--- src/rtl/arb_pkt_mux.sv ---
// arb_pkt_mux: packet-level N:1 multiplexer sitting behind a round-robin
// arbiter. Requests arbitration, latches the winner from the arbiter's
// registered grant, then forwards that source's beats to the master port
// until its last beat (or the beat limit). While a packet is in flight the
// request vector is held at the owner, so the arbiter's pointer moves once
// per packet.
module arb_pkt_mux #(
   parameter  int N         = 5,
   parameter  int W         = 8,
   parameter  int MAX_BEATS = 16,
   localparam int SW        = $clog2(N)
) (
   input  logic            clk,
   input  logic            rst,
   input  logic [N-1:0]    s_valid,
   input  logic [N-1:0]    s_last,
   input  logic [N*W-1:0]  s_data,
   output logic [N-1:0]    s_ready,
   output logic [N-1:0]    arb_req,
   input  logic [N-1:0]    arb_grant,
   output logic            m_valid,
   output logic [W-1:0]    m_data,
   output logic            m_last,
   input  logic            m_ready,
   output logic [SW-1:0]   m_src,
   output logic            err_trunc
);

   localparam int CW = $clog2(MAX_BEATS + 1);

   localparam logic [1:0] ST_IDLE = 2'd0;
   localparam logic [1:0] ST_WAIT = 2'd1;
   localparam logic [1:0] ST_XFER = 2'd2;

   logic [1:0]    state_reg, state_next;
   logic [N-1:0]  owner_reg, owner_next;
   logic [N-1:0]  last_owner_reg, last_owner_next;
   logic [CW-1:0] beat_cnt_reg, beat_cnt_next;
   logic          err_trunc_reg, err_trunc_next;

   logic [W-1:0]  data_masked [N];
   logic [W-1:0]  data_sel;
   logic [SW-1:0] owner_idx;
   logic [N-1:0]  grant_cand;
   logic [N-1:0]  grant_pick;
   logic [CW-1:0] beat_inc;
   logic          in_xfer;
   logic          owner_valid;
   logic          owner_last;
   logic          at_limit;
   logic          accept;
   logic          pkt_end;

   // Zero every lane except the owner's so the data mux is a plain OR tree.
   genvar gi;
   generate
      for (gi = 0; gi < N; gi++) begin : g_lane
         assign data_masked[gi] = s_data[gi*W +: W] & {W{owner_reg[gi]}};
      end
   endgenerate

   // Owner data select and one-hot to binary conversion of the owner.
   always_comb begin
      data_sel  = '0;
      owner_idx = '0;
      for (int i = 0; i < N; i++) begin
         data_sel = data_sel | data_masked[i];
         if (owner_reg[i]) owner_idx = SW'(i);
      end
   end

   // A misbehaving arbiter may grant several bits; keep only the lowest valid one.
   assign grant_cand = arb_grant & s_valid;
   assign grant_pick = grant_cand & (~grant_cand + N'(1));

   assign in_xfer     = (state_reg == ST_XFER);
   assign owner_valid = |(s_valid & owner_reg);
   assign owner_last  = |(s_last & owner_reg);
   assign beat_inc    = beat_cnt_reg + CW'(1);
   assign at_limit    = (beat_inc == CW'(MAX_BEATS));
   assign accept      = m_valid & m_ready;
   assign pkt_end     = accept & (owner_last | at_limit);

   // Master side is a combinational pass-through from the owner during XFER.
   always_comb begin
      s_ready   = in_xfer ? (owner_reg & {N{m_ready}}) : '0;
      m_valid   = in_xfer & owner_valid;
      m_data    = data_sel;
      m_src     = owner_idx;
      m_last    = m_valid & (owner_last | at_limit);
      err_trunc = err_trunc_reg;
   end

   // Packet FSM: request, wait for the registered grant, then transfer.
   always_comb begin
      state_next      = state_reg;
      owner_next      = owner_reg;
      last_owner_next = last_owner_reg;
      beat_cnt_next   = beat_cnt_reg;
      err_trunc_next  = 1'b0;
      arb_req         = '0;
      case (state_reg)
         ST_IDLE: begin
            // With nothing pending, re-request the last owner so the arbiter keeps its pointer.
            arb_req = (|s_valid) ? s_valid : last_owner_reg;
            if (|s_valid) state_next = ST_WAIT;
         end
         ST_WAIT: begin
            arb_req = arb_grant;
            if (|grant_cand) begin
               owner_next    = grant_pick;
               beat_cnt_next = '0;
               state_next    = ST_XFER;
            end else begin
               state_next = ST_IDLE;
            end
         end
         ST_XFER: begin
            arb_req = owner_reg;
            if (accept) beat_cnt_next = beat_inc;
            if (pkt_end) begin
               last_owner_next = owner_reg;
               state_next      = ST_IDLE;
            end
            err_trunc_next = accept & at_limit & ~owner_last;
         end
         default: state_next = ST_IDLE;
      endcase
   end

   // State registers with synchronous reset; reset abandons any packet in flight.
   always_ff @(posedge clk) begin
      if (rst) begin
         state_reg      <= ST_IDLE;
         owner_reg      <= '0;
         last_owner_reg <= '0;
         beat_cnt_reg   <= '0;
         err_trunc_reg  <= 1'b0;
      end else begin
         state_reg      <= state_next;
         owner_reg      <= owner_next;
         last_owner_reg <= last_owner_next;
         beat_cnt_reg   <= beat_cnt_next;
         err_trunc_reg  <= err_trunc_next;
      end
   end

endmodule

--- config.mk ---
export PLATFORM = sky130hd
export DESIGN_NAME = arb_pkt_mux
export DESIGN_NICKNAME = d
export VERILOG_FILES = /design/src/rtl/arb_pkt_mux.sv
export SDC_FILE = /design/constraint.sdc
export NUM_CORES = 1
export LEC_CHECK = 0
export CORE_ASPECT_RATIO = 1.75
export CORE_MARGIN = 2
export CORE_UTILIZATION = 35
export CTS_CLUSTER_DIAMETER = 200
export DETAILED_ROUTE_END_ITERATION = 8
export PLACE_DENSITY = 0.79
export SYNTH_ARGS = -nofsm -noshare
export SYNTH_HDL_FRONTEND = slang
export SYNTH_SLANG_ARGS = --single-unit
--- constraint.sdc ---
create_clock -name clk -period 3.5 [get_ports clk]
set_clock_uncertainty 0.2 [all_clocks]
set_input_delay 0.525 -clock clk [delete_from_list [all_inputs] [get_ports clk]]
set_output_delay 0.525 -clock clk [all_outputs]
set_load 0.03 [all_outputs]
== Yosys cells after proc, flatten, opt, wreduce, memory -nomap -nowiden ==
Index checks and enable logic that the tools add are counted.

* Flip-flop bits (word level): 18
* Output and inout bits: 24

* Add/subtract/negate cells: 2
* Equal/unequal tests: 7
* Mux-type cells: 14
* Bitwise logic cells: 24
* Reduce and logical (&&, ||, !) cells: 11

{| class="wikitable"
|+ Operators with widths
! kind !! count
|-
| AND 8 bit || 5
|-
| bitwise OR 8 bit || 4
|-
| AND 5 bit || 5
|-
| 2-to-1 mux 5 bit || 4
|-
| OR reduction 5 bit || 4
|-
| case mux 5 bit (3 select lines) || 1
|-
| adder 5 x 1 -> 5 bit, second input constant || 2
|-
| case mux 5 bit (2 select lines) || 1
|-
| 2-to-1 mux 2 bit || 4
|-
| AND 1 bit || 6
|-
| 2-to-1 mux 3 bit || 2
|-
| case mux 2 bit (3 select lines) || 1
|-
| AND reduction 2 bit || 3
|-
| == test 5 bit, second input constant || 1
|-
| NOT 5 bit || 1
|-
| != test 2 x 1 -> 1 bit, second input constant || 2
|-
| != test 2 bit, second input constant || 2
|-
| AND reduction 3 bit || 1
|-
| == test 2 x 1 -> 1 bit, second input constant || 1
|-
| == test 2 bit, second input constant || 1
|-
| logical NOT 2 bit || 1
|-
| NOT 1 bit || 2
|-
| nonzero test 2 bit || 1
|-
| OR reduction 2 bit || 1
|-
| 2 further kinds || 2
|}

== Logic depth before layout (Yosys ltp) ==
Gate-level depths: netlist of the first run.

* Depth after elaboration: 7
* Mapped depth: 7
* Depth with buffers taken out: 7

== Least setup slack after synthesis of the first run ==
Ideal clock, no wire load.

* Path type: input to output
* Start: input s_valid[0]
* End: output arb_req[0]
* Arrival: 1,925 ps
* Data required time: 2,775 ps
* Slack: 850 ps
* Cell stages on the path: 4
* Cell sequence: or4_1 -> nor3_2 -> nand2_1 -> a21oi_1

* Cells in the longest elaborated chain, start to end: 3

{| class="wikitable"
|+ Ends and longest elaborated chain
! item !! line !! source
|-
| from (decl) || 15 || <nowiki>input logic [N-1:0] s_valid,</nowiki>
|-
| OR reduction 5 bit || 105 || <nowiki>arb_req = (|s_valid) ? s_valid : last_owner_reg;</nowiki>
|-
| 2-to-1 mux 5 bit (*) || 105 ||
|-
| case mux 5 bit (3 select lines) (*) || 102 || <nowiki>case (state_reg)</nowiki>
|-
| to (decl) || 19 || <nowiki>output logic [N-1:0] arb_req,</nowiki>
|}

Mark *: on every way between the ends. The rest lies on a longest branch, timed or not.

== Worst setup path in the final report of the first run ==
* Start: input s_valid[4]
* End: output m_last

* Cells in the longest elaborated chain, start to end: 4

{| class="wikitable"
|+ Ends and longest elaborated chain
! item !! line !! source
|-
| AND 5 bit || 77 || <nowiki>assign owner_valid = |(s_valid & owner_reg);</nowiki>
|-
| OR reduction 5 bit || 77 ||
|-
| AND 1 bit || 87 || <nowiki>m_valid = in_xfer & owner_valid;</nowiki>
|-
| AND 1 bit || 90 || <nowiki>m_last = m_valid & (owner_last | at_limit);</nowiki>
|-
| to (decl) || 23 || <nowiki>output logic m_last,</nowiki>
|}

No other way between the ends.

==> results of run 1 <==
## area by class of cell
cell class,instances,area [sq um]
Multi-Input combinational cell,140,898.4
Fill cell,358,1369
Sequential cell,18,360.3
Inverter,8,30.03
Timing Repair Buffer,89,858.3
Clock buffer,4,55.05
Tap cell,46,57.56
## final timing paths
check | to | slack (ps)
worst max-delay path | m_last | 240
worst min-delay path | last_owner_reg[3]$_SDFFE_PP0P_ | 280
worst max register to register | beat_cnt_reg[4]$_SDFFE_PP0P_ | 1010
worst min register to register | last_owner_reg[3]$_SDFFE_PP0P_ | 280
## metrics by stage
stage / instance area, sq um / utilization, % / std cells / setup slack (ps)
after floorplan: 1335 / - / 177 / 850.5
after global placement: 2205 / 60.76 / 301 / 224.5
after detailed placement: 2205 / 60.76 / 301 / 276.8
after CTS: 2260 / 62.28 / 305 / 262.8
after global routing: 2260 / 62.28 / 305 / 136.8
final: 2260 / 62.28 / 305 / 237.8
## cells by family (layout without fill, tap and decap cells)
kind of cell | count (synthesis) | in the layout | synth area share [%]
AO/OA/AOI/OAI | 68 | 68 | 36.74
AND/OR/NAND/NOR | 65 | 65 | 24.27
buffers and inverters | 19 | 101 | 5.717
flip-flops | 18 | 18 | 26.99
adder cells (fa/ha/maj) | 5 | 5 | 4.686
multiplexers | 2 | 2 | 1.593
## worst reg2reg max path, delay by kind of cell (launching register included)
| family | cells | cell delay (ps) |
|---|---|---|
| flip-flops | 1 | 330 |
| adder cells (fa/ha/maj) | 1 | 350 |
| AO/OA/AOI/OAI | 2 | 480 |
| buffers and inverters | 2 | 360 |
| AND/OR/NAND/NOR | 3 | 730 |
## cells in the final DEF, fill, tap and decap left out, drive strengths merged, types with 2 or more instances in the layout
cell type	count
buf	13
inv	8
nor3	2
or3	2
nand2	24
clkbuf	4
a22oi	11
nand3	9
a21o	2
ha	5
and3	3
nand3b	2
nand2b	5
a222oi	16
and2	2
o21ai	10
a21oi	21
clkdlybuf4s50	76
dfxtp	18
nand4	3
nor2	9
a221oi	2
## where the power goes
part           internal, uW  switching (uW)  total [uW]  leakage [uW]
clock                   100            76.0         176     0.0000288
sequential              211            10.5         222      0.000146
combinational           152             176         328      0.000670
total                   464             262         726      0.000845
## routing by layer
layer  vias to the layer above  track usage, %  share of wire [%]
met4                         0           9.337                1.8
met1                       800           26.22                 36
met2                       100           48.33                 55
met3                         7           3.659                7.7
li1                        851               -                  -
met5                         -               0                  0
==> flow_summary_export.csv, run 1 <==
group,metric,value,unit
clock_network,cts_root_buf,"clkbuf_8",
sta,hold_viol_final,0,
worst_hold_path,hold_path_class,"reg -> reg",
floorplan,die-width,50.69,um
synth,synth_area_leaders,"dfxtp_1, a222oi_1, a21oi_1",
placement,hpwl,4.162,mm
power_and_ir_drop,power_density,321.3,mW/mm^2
setup_path,crit_cells,5,
floorplan,rows,29,
setup_path,path_class,"in -> out",
synth,syn_area_per_cell,7.543,sq um
worst_hold_path,worstHoldStart,"last_owner_reg[3]$_SDFFE_PP0P_",
setup_path,critPathTopFamily,"buffers and inverters",
sta,slew_violations,0,
drt,drtIter0Drc,92,
setup_path,r2r_start,"state_reg[0]$_SDFFE_PP0P_",
status,run_status,"finished, final reports clean",
layout,nets,323,
sta,fmaxAchievable,0.3065,GHz
floorplan,core_area,0.003628,sq mm
job,maxCapViolCount,0,
sta,min_period,3262,ps
grt,antenna_found_initial,0,
setup_path,critPathMaxFanout,5,
sta,tightest_slew,654.9,ps
synth,yosysSeqAreaShare,26.99,%
synth,synth_ff_type,"dfxtp_1",
setup_path,startpoint,"s_valid[4]",
floorplan,io_pins,82,
synth,synthArstFlopShare,0,%
clock_network,cts_buffers,3,
synth,syn_inst,177,
grt,grt-ovfl-total,0,
setup_path,crit_required,2770,ps
synth,yosysMostFrequentCell,"nand2_1",
synth,synth_top_area_cell,"dfxtp_1",
sta,rsz0062_at_grt,"false",
grt,grt_pass1_wl,8.411,mm
setup_path,path_cells,"clkdlybuf4s50_1, a222oi_1, a21oi_1, and2_1, clkdlybuf4s50_1",
clock_network,clk_pin_slew,70,ps
clock_network,post-cts-setup-buffers,0,
clock_network,cts_hold_buf,0,
clock_network,cts_max_level,1,
setup_path,slowest_stage,"a222oi_1",
synth,syn_area,0.001335,sq mm
grt,grt_start_max_net_pins,17,
setup_path,critPathBufInv,2,
sta,setup_violations,0,
drt,wl,5.252,mm
sta,setup-tns-final,0,ps
layout,antenna_cells,0,
sta,final.period_utilization,93.21,%
synth,yosys-top-cells-count,"nand2_1, a21oi_1, dfxtp_1",
power_and_ir_drop,p_leak,0.0008445,uW
layout,area_growth,69.26,%
synth,syn-num-nets,240,
clock_network,clkLatencyLatePin,260,ps
sta,slew_headroom,56.34,%
floorplan,initial_utilization,36.79,%
grt,grt_usage,25.02,%
setup_path,worstSetupEndpointType,"output pin",
floorplan,die_y,85.70,um
clock_network,clock_sinks,18,
drt,firstDrtPassIters,6,
drt,vias_per_cell,5.764,
drt,ant_nets,0,
grt,grt_pass1_vias,1735,
synth,synth-seq-cells,18,
clock_network,cts_tree,"yes",
power_and_ir_drop,total_power,726.0,uW
clock_network,post_cts_resized,0,
floorplan,die_area,0.004344,sq mm
drt,drt-wirelength-per-cell,17.22,um
setup_path,setup.worst_path.start_class,"input port",
placement,port_buffers,81,
power_and_ir_drop,peakVddDrop,0.2577,mV
synth,synth-edff-count,0,
setup_path,cp_data_arrival_time,2540,ps
drt,drc_errors,0,
placement,place.gp.congestion,0.9092,
synth,yosysTopAreaCellShare,26.99,%
sta,whs,282.9,ps
setup_path,cp_common_cell,"clkdlybuf4s50_1",
layout,layout-drive-gt1-share,8.880,%
synth,synth_warnings,0,
synth,yosysUniqueCellTypes,41,
setup_path,ff2ff_path_depth,8,
worst_hold_path,min_path_cells,2,
setup_path,max_stage_delay,600,ps
drt,vias,1758,
clock_network,clockBufferDepth,2,
No activity file was read; power rests on OpenSTA's default activity.
==> run 2: changes to the inputs <==
--- a/config.mk
+++ b/config.mk
@@ -11,6 +11,7 @@
 export CTS_CLUSTER_DIAMETER = 200
 export DETAILED_ROUTE_END_ITERATION = 8
 export PLACE_DENSITY = 0.79
+export SLEW_MARGIN = 20
 export SYNTH_ARGS = -nofsm -noshare
 export SYNTH_HDL_FRONTEND = slang
 export SYNTH_SLANG_ARGS = --single-unit
==> results of run 2 <==
The final DEF is identical to that of run 1; final timing and power are the same.
==> run 3: changes to the inputs <==
--- a/config.mk
+++ b/config.mk
@@ -10,6 +10,7 @@
 export CORE_UTILIZATION = 35
 export CTS_CLUSTER_DIAMETER = 200
 export DETAILED_ROUTE_END_ITERATION = 8
+export MAX_ROUTING_LAYER = met4
 export PLACE_DENSITY = 0.79
 export SLEW_MARGIN = 20
 export SYNTH_ARGS = -nofsm -noshare
==> flow_summary_export.csv, run 3 (synthesis results as in run 1) <==
group,metric,value,unit
status,run_status,"finished, final reports clean",
grt,grt_pass1_vias,1730,
clock_network,cts_root_buf,"clkbuf_8",
drt,ant_nets,0,
clock_network,cts_tree,"yes",
power_and_ir_drop,pwr-share-seq,30.5,%
floorplan,die-width,50.69,um
drt,wl,5.290,mm
sta,final.period_utilization,93.44,%
sta,setup-tns-final,0,ps
power_and_ir_drop,p_leak,0.0008445,uW
power_and_ir_drop,share_comb_of_total_power,45.2,%
layout,final_common_cell,"clkdlybuf4s50_1",
power_and_ir_drop,internal-power,464.0,uW
setup_path,critPathMaxFanout,5,
setup_path,setup.worst_path.start_class,"input port",
power_and_ir_drop,switchingPower,263.4,uW
power_and_ir_drop,peakVddDrop,0.2590,mV
placement,place_area,0.002205,sq mm
floorplan,die_area,0.004344,sq mm
layout,nets,323,
placement,port_buffers,81,
setup_path,cp_data_arrival_time,2550,ps
drt,drtIter0Drc,120,
clock_network,post-cts-setup-buffers,0,
layout,n_fill_cell,358,
drt,drc_errors,0,
floorplan,die_y,85.70,um
clock_network,cts_max_level,1,
drt,vias,1771,
placement,dp_worst_setup_slack,276.8,ps
sta,slew_violations,0,
sta,fmaxAchievable,0.3058,GHz
sta,slew_headroom,56.25,%
floorplan,rows,29,
sta,worst_slack,229.5,ps
clock_network,cts_buffers,3,
clock_network,post_cts_resized,0,
grt,grt_pass1_wl,8.431,mm
layout,layout_common_cells,"clkdlybuf4s50_1, nand2_1, a21oi_1",
power_and_ir_drop,power_density,321.9,mW/mm^2
power_and_ir_drop,power.share.clock,24.3,%
sta,setup_violations,0,
placement,place.gp.congestion,0.9249,
sta,rsz0062_at_grt,"false",
drt,vias_per_cell,5.807,
clock_network,clk_pin_slew,70,ps
floorplan,io_pins,82,
placement,hpwl,4.162,mm
clock_network,clock_sinks,18,
grt,antenna_found_initial,0,
grt,grt-ovfl-total,0,
floorplan,initial_utilization,36.79,%
grt,grt_usage,25.91,%
clock_network,clockBufferDepth,2,
layout,utilization,62.28,%
worst_hold_path,hold_path_class,"reg -> reg",
power_and_ir_drop,p_sw_share,36.21,%
layout,final_area,0.002260,sq mm
layout,area_growth,69.26,%
layout,antenna_cells,0,
drt,drt-wirelength-per-cell,17.34,um
job,maxCapViolCount,0,
grt,grt_start_max_net_pins,17,
setup_path,path_class,"in -> out",
clock_network,cts_hold_buf,0,
floorplan,core_area,0.003628,sq mm
sta,whs,285.3,ps
sta,tightest_slew,656.2,ps
drt,firstDrtPassIters,5,
clock_network,clkLatencyLatePin,270,ps
setup_path,worstSetupEndpointType,"output pin",
sta,min_period,3271,ps
layout,layout-drive-gt1-share,8.880,%
setup_path,crit_required,2770,ps
sta,hold_viol_final,0,
-- run 3: cell counts in the layout (fill, tap and decap cells not counted) --
No cell type changed its count.
-- run 3: worst paths after layout --
check,end,from,cells past startpoint,slack (ps)
worst min register to register,last_owner_reg[4]$_SDFFE_PP0P_,last_owner_reg[4]$_SDFFE_PP0P_,2,290
worst max register to register,beat_cnt_reg[4]$_SDFFE_PP0P_,state_reg[0]$_SDFFE_PP0P_,8,990
worst max-delay path,m_last,s_valid[4],5,230
worst min-delay path,last_owner_reg[4]$_SDFFE_PP0P_,last_owner_reg[4]$_SDFFE_PP0P_,2,290
-- run 3: critical path: stages --
cell	delay [ps]
clkdlybuf4s50_1	470
a222oi_1	600
a21oi_1	180
and2_1	180
clkdlybuf4s50_1	590
-- run 3: final cells by class --
class	instances	area [sq um]	area share [%]
clock buffers	4	55.05	2.436
inverters	8	30.03	1.329
multi-input cells	140	898.4	39.76
flip-flops and latches	18	360.3	15.95
well taps	46	57.56	2.547
repair buffers	89	858.3	37.98
-- run 3: metal layers --
metal  track usage, %  up-vias  wire length [um]
li1                 -      852                 -
met1            26.33      815              1996
met2            48.56       95              2834
met3            4.007        9               356
met4            9.337        0               102
met5                -        -                 0
-- run 3: power groups by stage --
stage	registers, uW	clock network (uW)	logic (uW)
5_1_grt	223	190	349
6_report	222	177	328
4_1_cts	222	179	328
3_3_place_gp	226	0	323
2_1_floorplan	221	0	175
3_5_place_dp	226	0	327
-- run 3: per-stage QoR --
step / cells / power (uW)
6_report: 305 / 727.4
5_1_grt: 305 / 761.8
4_1_cts: 305 / 727.9
3_5_place_dp: 301 / 553.3
3_3_place_gp: 301 / 549.7
2_1_floorplan: 177 / 395.9
